<file path="src/rtl/ddfs_pkg.sv">
// Shared definitions for the ddfs generator and its frequency meter:
// default widths, measurement FSM states and window length helpers.
package ddfs_pkg;

    localparam int N_DEF = 8;
    localparam int M_DEF = 4;
    localparam int G_DEF = 2;

    localparam int WIN     = 2 ** (N_DEF + G_DEF);
    localparam int ARM_MAX = 2 ** (N_DEF + 1);

    typedef enum logic [1:0] {
        ST_IDLE = 2'd0,
        ST_ARM  = 2'd1,
        ST_GATE = 2'd2,
        ST_DONE = 2'd3
    } meter_state_t;

    function automatic int win_len(input int n, input int g);
        return 2 ** (n + g);
    endfunction

    function automatic int arm_len(input int n);
        return 2 ** (n + 1);
    endfunction

endpackage

</file>
<file path="src/rtl/ddfs_edge_det.sv">
// Rising-edge detector on the sign bit of an offset-binary sine stream.
module ddfs_edge_det #(
    parameter int M = 4
) (
    input  logic         clk,
    input  logic         rst_n,
    input  logic [M-1:0] sine,
    output logic         e
);

    logic s_q;
    logic sine_unused;

    // Only the sign carries zero-crossing information.
    assign sine_unused = ^sine[M-2:0];

    always_ff @(posedge clk) begin
        if (!rst_n) begin
            s_q <= 1'b0;
        end else begin
            s_q <= sine[M-1];
        end
    end

    assign e = sine[M-1] & ~s_q;

endmodule

</file>
<file path="src/rtl/ddfs_freq_meter.sv">
// Recovers the ddfs frequency word by counting sign transitions over a
// transition-aligned window of 2^(N+G) clocks and dividing by 2^G.
module ddfs_freq_meter
    import ddfs_pkg::*;
#(
    parameter int N          = 8,
    parameter int M          = 4,
    parameter int G          = 2,
    parameter bit CONTINUOUS = 1'b0
) (
    input  logic         clk,
    input  logic         rst_n,
    input  logic [M-1:0] sine,
    input  logic         start,
    output logic         busy,
    output logic         valid,
    output logic [N-1:0] fw_est,
    output logic         timeout,
    output logic         led
);

    localparam int CW = N + G;
    localparam logic [N:0]    ARM_LAST = (N + 1)'(arm_len(N) - 1);
    localparam logic [CW-1:0] WIN_LAST = CW'(win_len(N, G) - 1);

    meter_state_t  state;
    logic [N:0]    arm_timer;
    logic [CW-1:0] win_cnt;
    logic [CW-1:0] edge_cnt;
    logic [CW-1:0] edge_next;
    logic          e;

    ddfs_edge_det #(.M(M)) u_edge_det (
        .clk   (clk),
        .rst_n (rst_n),
        .sine  (sine),
        .e     (e)
    );

    // Saturating edge count including an edge in the current cycle.
    always_comb begin
        edge_next = edge_cnt;
        if (e && (edge_cnt != '1)) begin
            edge_next = edge_cnt + 1'b1;
        end
    end

    always_ff @(posedge clk) begin
        if (!rst_n) begin
            state     <= ST_IDLE;
            arm_timer <= '0;
            win_cnt   <= '0;
            edge_cnt  <= '0;
            busy      <= 1'b0;
            valid     <= 1'b0;
            fw_est    <= '0;
            timeout   <= 1'b0;
            led       <= 1'b0;
        end else begin
            valid <= 1'b0;
            case (state)
                ST_IDLE: begin
                    if (start) begin
                        state     <= ST_ARM;
                        busy      <= 1'b1;
                        arm_timer <= '0;
                    end
                end
                ST_ARM: begin
                    if (e) begin
                        // The arming edge itself opens the window, uncounted.
                        state    <= ST_GATE;
                        win_cnt  <= '0;
                        edge_cnt <= '0;
                    end else if (arm_timer == ARM_LAST) begin
                        state   <= ST_DONE;
                        busy    <= 1'b0;
                        valid   <= 1'b1;
                        fw_est  <= '0;
                        timeout <= 1'b1;
                        led     <= ~led;
                    end else begin
                        arm_timer <= arm_timer + 1'b1;
                    end
                end
                ST_GATE: begin
                    win_cnt  <= win_cnt + 1'b1;
                    edge_cnt <= edge_next;
                    if (win_cnt == WIN_LAST) begin
                        state   <= ST_DONE;
                        busy    <= 1'b0;
                        valid   <= 1'b1;
                        fw_est  <= edge_next[CW-1:G];
                        timeout <= 1'b0;
                        led     <= ~led;
                    end
                end
                ST_DONE: begin
                    if (CONTINUOUS) begin
                        state     <= ST_ARM;
                        busy      <= 1'b1;
                        arm_timer <= '0;
                    end else begin
                        state <= ST_IDLE;
                    end
                end
                default: begin
                    state <= ST_IDLE;
                    busy  <= 1'b0;
                end
            endcase
        end
    end

endmodule

</file>
<file path="config.mk">
export PLATFORM = sky130hd
export DESIGN_NAME = ddfs_freq_meter
export DESIGN_NICKNAME = d
export VERILOG_FILES = /design/src/rtl/ddfs_pkg.sv /design/src/rtl/ddfs_edge_det.sv /design/src/rtl/ddfs_freq_meter.sv
export SDC_FILE = /design/constraint.sdc
export NUM_CORES = 1
export LEC_CHECK = 0
export BUFFER_PORTS_ARGS = -buffer_cell sky130_fd_sc_hd__buf_2
export CORE_MARGIN = 2
export CORE_UTILIZATION = 45
export CTS_BUF_LIST = sky130_fd_sc_hd__clkbuf_4 sky130_fd_sc_hd__clkbuf_8
export DETAILED_ROUTE_END_ITERATION = 12
export HOLD_SLACK_MARGIN = 0.03
export PLACE_DENSITY = 0.63
export SYNTH_ARGS = -nofsm -noshare
export SYNTH_HDL_FRONTEND = slang
export SYNTH_SLANG_ARGS = --single-unit
</file>
<file path="constraint.sdc">
create_clock -name clk -period 2.9 [get_ports clk]
set_clock_uncertainty 0.15 [all_clocks]
set_input_delay 0.725 -clock clk [delete_from_list [all_inputs] [get_ports clk]]
set_output_delay 0.725 -clock clk [all_outputs]
set_load 0.03 [all_outputs]
</file>
[Yosys cells after proc, flatten, opt, wreduce, memory -nomap -nowiden]
Cells that the tools add are included.
Storage, ports and cells
  bits in registers: 44
  output and inout port bits: 12
Cells by class
  add/subtract/negate cells: 3
  equal/unequal tests: 14
  muxes and demuxes: 33
  bitwise operators: 3
  reductions and logical operators: 11
Operator list (number)
  $pmux 10 s2: 2
  $mux 9: 3
  $mux 8: 3
  $add 10x1->10 const B: 2
  $mux 10: 2
  $pmux 9 s2: 1
  $pmux 8 s2: 1
  $ne 2x2->1 const B: 7
  $mux 1: 12
  $eq 10x10->1 const B: 1
  $ne 10x10->1 const B: 1
  $add 9x1->9 const B: 1
  $eq 9x9->1 const B: 1
  $mux 2: 4
  $pmux 2 s4: 1
  $reduce_and 4->1: 2
  $pmux 1 s2: 3
  $reduce_and 3->1: 2
  $reduce_and 5->1: 1
  $eq 2x2->1 const B: 2
  $reduce_bool 2->1: 2
  $ne 3x3->1 const B: 1
  $pmux 1 s3: 1
  $reduce_bool 3->1: 1
  other kinds (6): 7

[Logic depth before layout (Yosys ltp)]
Gate-level depths: netlist of run 1.
  depth in word-level cells: 6
  depth in mapped cells: 9
  gate-level depth less buffers: 8

[By module]
From an unflattened synthesis of run 1, not the netlist that was laid out.
Unflattened totals
  cells, all modules: 260
  area, all modules: 2250.9 µm²
By module, submodules not included
  ddfs_freq_meter: instances 1, cells an instance 257, area each 2210.9 µm², sequential area each 860.8 µm²
  ddfs_edge_det: instances 1, cells an instance 3, area each 40.0 µm², sequential area each 20.0 µm²

[Worst setup path after synthesis of run 1]
OpenSTA, ideal clock, no wires.
  path type: input -> register
  start: in sine[3]
  end: reg busy
  library setup time: 72 ps
  arrival time: 1796 ps
  setup slack: 882 ps
  stages: 5
  buffers on the path: 1
  cells stage by stage: nor2b_1 > buf_2 > o21ai_1 > nor4b_1 > mux2i_1
On the way
  word-level cells in the longest chain between the ends: 3
RTL lines
  from (decl): line ddfs_freq_meter.sv:13  | input logic [M-1:0] sine,
  $and 1x1->1: line ddfs_edge_det.sv:25  | assign e = sine[M-1] & ~s_q;
  $ne 2x2->1 (no line)
  $reduce_and 5->1 (no line)
  to (signal assigned): line ddfs_freq_meter.sv:54  | busy <= 1'b0;
  to (signal assigned): line ddfs_freq_meter.sv:65  | busy <= 1'b1;
  to (signal assigned): line ddfs_freq_meter.sv:77  | busy <= 1'b0;
  to (decl): line ddfs_freq_meter.sv:15  | output logic busy,
No other way between the ends.
A chain may end at the register's enable or synchronous reset.

[Worst setup path in the final report of run 1]
  start: reg arm_timer[0]
  end: reg arm_timer[7]
On the way
  word-level cells in the longest chain between the ends: 4
  elaborated cells on any way between the ends: 7
RTL lines
  from (decl): line ddfs_freq_meter.sv:27  | logic [N:0] arm_timer;
  from (signal assigned): line ddfs_freq_meter.sv:83  | arm_timer <= arm_timer + 1'b1;
  $add 9x1->9: line ddfs_freq_meter.sv:83
  $mux 9: line ddfs_freq_meter.sv:75  | end else if (arm_timer == ARM_LAST) begin
  $mux 9: line ddfs_freq_meter.sv:70  | if (e) begin
  $pmux 9 s2: line ddfs_freq_meter.sv:61  | case (state)
Several ways; a longest one is shown, not always the timed one. The select of a mux whose other input is x is not followed.

==> results of run 1 <==
[Yosys cell counts (7+ instances only)]
library cell	n
dfxtp_1	44
o21ai_0	10
o31ai_1	8
inv_1	9
nand2b_1	7
nand3_1	25
nor2_1	13
clkbuf_1	9
mux2i_1	10
a21oi_1	22
or4_1	8
nand2_1	35
ha_1	9
[worst min-delay path: cells and delay by family (launching register included)]
kind,cells,cell delay (ps)
mux,1,50
simple gates,1,50
flops,1,320
[state kept, by name, summed over array words and instances, names as in the netlist]
signal          cells
arm_timer           9
busy                1
edge_cnt           10
fw_est              8
led                 1
state               2
timeout             1
u_edge_det.s_q      1
valid               1
win_cnt            10
[metrics by stage]
| stage | utilization (%) | cells |
|---|---|---|
| floorplan | - | 292 |
| global placement | 50.0 | 370 |
| detailed placement | 50.0 | 370 |
| CTS | 52.2 | 378 |
| global route | 52.2 | 378 |
| finish | 52.2 | 378 |
[area by class of cell]
| class | count | area (um2) |
|---|---|---|
| inverters | 9 | 33.8 |
| flip-flops and latches | 44 | 881 |
| fillers | 519 | 2440 |
| clock inverters | 3 | 42.5 |
| multi-input cells | 223 | 1410 |
| well taps | 70 | 87.6 |
| clock buffers | 5 | 68.8 |
| repair buffers | 24 | 143 |
[layer usage]
metal / share of wire, % / vias up / track usage [%] / wire length (um)
li1: - / 1120 / - / -
met1: 49 / 1032 / 25.9 / 2750
met2: 45 / 40 / 33.8 / 2540
met3: 2.7 / 14 / 3.88 / 150
met4: 2.9 / 0 / 8.91 / 164
met5: 0 / - / 0 / 0
[power by group]
part           internal (mW)  switching [mW]
Sequential             0.642          0.0354
Combinational          0.202           0.389
Clock                  0.255           0.217
Total                   1.10           0.641
[cell usage in the layout (no fill, tap or decap), drive strengths merged, types with 2 or more instances in the layout]
cell type / n
nand4: 5
o22ai: 5
nor2b: 4
a31oi: 3
clkbuf: 5
or3: 2
or2: 2
nand2: 35
buf: 24
nand3b: 2
and3: 2
nor2: 13
xor2: 4
inv: 9
o311ai: 2
and4: 2
o21a: 2
o21ai: 14
nand3: 25
ha: 9
a21oi: 22
mux2i: 10
dfxtp: 44
or4: 8
nor3: 4
o32ai: 2
or4b: 3
nor4: 5
nand2b: 7
o2111ai: 5
o31ai: 8
o211ai: 4
a211oi: 2
[logic make-up (layout without fill, tap and decap cells)]
kind of cell,after synthesis,in the layout
fa+ha+maj,9,9
mux,10,10
buf+inv,25,41
compound gates,75,75
simple gates,124,124
xor+xnor,5,5
flops,44,44
[worst min-delay path by stage]
stage                     depth (start not counted)                        end  slack, ps                       from
final                                             2     fw_est[6]$_SDFFE_PN0P_        310     fw_est[6]$_SDFFE_PN0P_
after global routing                              2     fw_est[0]$_SDFFE_PN0P_        330     fw_est[0]$_SDFFE_PN0P_
after CTS                                         2     fw_est[6]$_SDFFE_PN0P_        310     fw_est[6]$_SDFFE_PN0P_
after detailed placement                          2     fw_est[6]$_SDFFE_PN0P_        300     fw_est[6]$_SDFFE_PN0P_
after global placement                            2     fw_est[1]$_SDFFE_PN0P_        290     fw_est[1]$_SDFFE_PN0P_
after floorplan                                   2  arm_timer[5]$_SDFFE_PN0P_        290  arm_timer[5]$_SDFFE_PN0P_
==> reports/summary.txt, run 1 <==
Clock slew at the register clock pins of the worst setup and hold paths - 90 ps
Simple logic cell fraction of the synthesized area - 28.1%
Post-Syn Nets - 308
Post-route worst hold slack - 307 ps
Overall power consumption - 1.74 mW
Antenna Violating Nets Remaining - 0
WL per Instance - 14.8 um
Minimum clock period after layout - 2400 ps
Dominant combinational cell family by area after synthesis - simple AND/OR/NAND/NOR gates
Register bit total from synthesis - 44
Top delay family on crit path - compound AO/OA/AOI/OAI gates
Core area - 5110 um2
Final hold viol count - 0
Slowest cell on crit path - a31oi_1
Hold WC Path Type - reg -> reg
Arithmetic-cell share of the synthesized area counting full adders, half adders and majority gates - 4.70%
Critical register-to-register path startpoint - arm_timer[0]$_SDFFE_PN0P_
CP Launch Point - arm_timer[0]$_SDFFE_PN0P_
Max Root-Sink Buffers - 2
Number of sinks driven by the clock tree - 44
Slew at the pin closest to its max-slew limit - 992 ps
Total Die Area - 5920 um2
Post-synthesis share of cell area spent on xor and xnor gates - 1.83%
Area of the mapped netlist - 2390 um2
Worst slack at placement - 476 ps
Timing-limited maximum frequency - 416 MHz
# Post-CTS Setup Buffers - 0
Total global routing overflow - 0
DR pass1 iterations - 4
Number of antenna cells inserted - 0
Crit path buf inv count - 1
Number of top-level design ports - 19
Setup TNS - 0 ps
Gpl congestion - 0.897
Starting Density - 46.9%
Result of the run - finished clean
Htree depth - 2
WP data required - 2920 ps
Peak supply drop - 470 uV
Multiplexer fraction of the synthesized cell area - 4.18%
Total routing resource utilization after global routing - 20.4%
Via count of the first global-routing pass - 2139
Residual DRC - 0
Final Setup Violations - 0
Worst slew margin - 33.6%
Final count of pins violating max slew - 0
Instance count of the mapped netlist - 292
Number of cells traversed by the worst register-to-register path - 8
Crit Path Max Fanout - 14
Initial DRC count - 103
Resized cells post-CTS - 0
Worst setup path endpoint - arm_timer[7]$_SDFFE_PN0P_
Kind of end point of the critical path - flip-flop
Most common cell on crit path - ha_1
Maximum number of pins on one net before global-route repair - 29
CTS tree - yes
Layout overhead on the synthesized area - 11.3%
Crit path launch type - flip-flop
Endpoint of the worst-slack reg-to-reg timing path - arm_timer[7]$_SDFFE_PN0P_
Power per cell area - 653 nW/um2
Quantity of hold-fixing buffers added after cts - 0
RSZ-0062 raised after global routing - no
Number of logic stages on the critical path including buffering - 8
Post-detailed-routing wire length - 5600 um
Register-to-register setup slack - 500 ps
Clock latency of the later-clocked register in the worst-skew pair - 290 ps
Synthesized-area fraction occupied by ao, oa, aoi and oai cells - 20.1%
Detailed-route vias per instance - 5.84
Number of warning messages in the yosys log - 0
Leakage - 0.912 nW
CTS Root Buffer Type - clkbuf_8
Vert. Die Dim - 76.9 um
Number of distinct library cells after synthesis - 51
Port Buffer Count - 15
Stage delay of the slowest cell on the critical path - 720 ps
Antenna violations before repair - 0
Number of synthesized flops with an enable pin - 0
Global-route wire length before repair - 9850 um
DP HPWL - 3980 um
Async set-reset flop share out of synthesis - 0%
Share of post-route cells with drive strength above 1 - 11.7%
Mean area per synthesized cell - 8.20 um2
Std-Cell Rows - 26
Biggest area consumer among synthesized cells - dfxtp_1
Proportion of netlist area held by the largest area contributor - 36.8%
Overall die width - 76.9 um
Number of clock buffers inserted by TritonCTS - 5
Routed via count - 2206
Cell area after placement - 2550 um2
Top_reg_cell synth - dfxtp_1
Synth top area cells - dfxtp_1, nand2_1, nand3_1
Sequential fraction of the synthesis area - 36.8%
Setup Crit Path Kind - reg -> reg
Max capacitance violation total - 0
Data arrival, critical path - 2420 ps
Cells along the critical path - ha_1 -> nand3_1 -> nor2_1 -> ha_1 -> inv_1 -> a31oi_1 -> nor4_1 -> mux2i_1
Setup ws final - 496 ps
Final design area excluding fillers - 2670 um2
Net count reported at finish - 323
Portion of the clock cycle consumed by the worst path in the final layout - 82.9%
Power figures use the tool's default switching activity.
==> inputs of run 2 (changes only) <==
--- a/config.mk
+++ b/config.mk
@@ -11,7 +11,7 @@
 export CTS_BUF_LIST = sky130_fd_sc_hd__clkbuf_4 sky130_fd_sc_hd__clkbuf_8
 export DETAILED_ROUTE_END_ITERATION = 12
 export HOLD_SLACK_MARGIN = 0.03
-export PLACE_DENSITY = 0.63
+export PLACE_DENSITY = 0.65
 export SYNTH_ARGS = -nofsm -noshare
 export SYNTH_HDL_FRONTEND = slang
 export SYNTH_SLANG_ARGS = --single-unit
==> constraint.sdc (replaced) <==
create_clock -name clk -period 2.2 [get_ports clk]
set_clock_uncertainty 0.15 [all_clocks]
set_input_delay 0.55 -clock clk [delete_from_list [all_inputs] [get_ports clk]]
set_output_delay 0.55 -clock clk [all_outputs]
set_load 0.03 [all_outputs]
==> reports/summary.txt, run 2 (same netlist as run 1, synthesis figures left out) <==
Result of the run - finished clean
Layout overhead on the synthesized area - 14.3%
Vert. Die Dim - 76.9 um
Setup Crit Path Kind - reg -> reg
Number of sinks driven by the clock tree - 44
Clock slew at the register clock pins of the worst setup and hold paths - 90 ps
Register-to-register setup slack - 170 ps
Starting Density - 46.9%
Via count of the first global-routing pass - 2011
Critical register-to-register path startpoint - arm_timer[0]$_SDFFE_PN0P_
Top delay family on crit path - simple AND/OR/NAND/NOR gates
Most frequent cells in the layout - dfxtp_1, nand2_1, nand3_1
Crit path buf inv count - 2
Routed via count - 2163
Slew at the pin closest to its max-slew limit - 685 ps
Worst min-delay path startpoint - fw_est[6]$_SDFFE_PN0P_
Data arrival, critical path - 2110 ps
Crit path launch type - flip-flop
Resized cells post-CTS - 0
Port Buffer Count - 15
Antenna Violating Nets Remaining - 0
Timing-limited maximum frequency - 491 MHz
Core area - 5110 um2
Hold depth - 2
Net count reported at finish - 330
Number of antenna cells inserted - 0
DR pass1 iterations - 4
Overall power consumption - 2.34 mW
Number of logic stages on the critical path including buffering - 9
Clock latency of the later-clocked register in the worst-skew pair - 300 ps
Residual DRC - 0
Std-Cell Rows - 26
Most common library cell in the layout ignoring fill and taps - dfxtp_1
Htree depth - 2
Total routing resource utilization after global routing - 20.0%
Registers with the highest flip-flop counts - edge_cnt (10), win_cnt (10), arm_timer (9)
Overall die width - 76.9 um
Share of post-route cells with drive strength above 1 - 15.6%
# Post-CTS Setup Buffers - 0
Worst-case hold path end point - fw_est[6]$_SDFFE_PN0P_
Initial DRC count - 62
Slowest cell on crit path - or4_1
RSZ-0062 raised after global routing - no
Worst slew margin - 54.1%
Quantity of hold-fixing buffers added after cts - 0
Leakage - 0.957 nW
WP data required - 2280 ps
Total Die Area - 5920 um2
Peak supply drop - 488 uV
Number of clock buffers inserted by TritonCTS - 5
Kind of end point of the critical path - flip-flop
Number of cells traversed by the worst register-to-register path - 9
DP HPWL - 3930 um
Antenna violations before repair - 0
Max Root-Sink Buffers - 2
Stage delay of the slowest cell on the critical path - 460 ps
CTS Root Buffer Type - clkbuf_8
CTS tree - yes
Cells along the critical path - ha_1 -> nand3_1 -> nor2_1 -> ha_2 -> inv_2 -> a31oi_1 -> buf_4 -> or4_1 -> a21oi_1
Crit Path Max Fanout - 14
Fillers - 508
Setup TNS - 0 ps
Global-route wire length before repair - 9560 um
Endpoint of the worst-slack reg-to-reg timing path - arm_timer[3]$_SDFFE_PN0P_
Portion of the clock cycle consumed by the worst path in the final layout - 92.5%
Max capacitance violation total - 0
Final count of pins violating max slew - 0
Maximum number of pins on one net before global-route repair - 29
Gpl congestion - 0.858
Power per cell area - 856 nW/um2
Post-detailed-routing wire length - 5500 um
Hold WC Path Type - reg -> reg
Final hold viol count - 0
Detailed-route vias per instance - 5.62
Final Setup Violations - 0
Minimum clock period after layout - 2030 ps
Total global routing overflow - 0
Number of top-level design ports - 19
WL per Instance - 14.3 um
[run 2: layer usage]
layer	share of wire, %	GRT usage [%]	up-vias
met1	50	26.6	1002
met3	2.7	4.47	2
met2	47	32.3	25
met5	0	0	-
met4	0.62	6.55	0
li1	-	-	1134
[run 2: area by class of cell]
class	count	area (um2)	area share (%)
multi-input cells	223	1430	52.4
flip-flops and latches	44	881	32.2
repair buffers	31	208	7.59
well taps	70	87.6	3.20
clock buffers	6	82.6	3.02
inverters	9	33.8	1.24
clock inverters	2	10.0	0.366
[run 2: how the worst max path moves through the flow]
| stage | startpoint | endpoint | slack [ps] |
|---|---|---|---|
| after CTS | state[1]$_SDFFE_PN0P_ | arm_timer[5]$_SDFFE_PN0P_ | 40 |
| final | arm_timer[0]$_SDFFE_PN0P_ | arm_timer[3]$_SDFFE_PN0P_ | 170 |
| after global routing | arm_timer[3]$_SDFFE_PN0P_ | led$_SDFFE_PN0P_ | 3 |
| after global placement | start | arm_timer[7]$_SDFFE_PN0P_ | 100 |
| after detailed placement | start | arm_timer[8]$_SDFFE_PN0P_ | 30 |
| after floorplan | arm_timer[0]$_SDFFE_PN0P_ | busy$_SDFFE_PN0P_ | 220 |
[run 2: report_power, final]
group | switching (mW) | internal (mW) | total (mW)
logic | 0.543 | 0.373 | 0.916
registers | 0.0453 | 0.846 | 0.892
clock network | 0.282 | 0.251 | 0.533
[run 2: stage by stage]
step,setup slack (ps),cells,util [%],hold WS [ps],area [um2]
after floorplan,217,292,-,288,2390
after global placement,100,377,51.3,292,2620
after detailed placement,33.0,377,51.3,297,2620
after CTS,35.3,385,53.1,311,2710
after global routing,2.56,385,53.6,339,2740
final,165,385,53.6,310,2740
[run 2: worst reg2reg max path: stages, from the launching register on]
cell	delay (ps)
dfxtp_1	340
ha_1	210
nand3_1	80
nor2_1	40
ha_2	190
inv_2	80
a31oi_1	70
buf_4	180
or4_1	470
a21oi_1	150
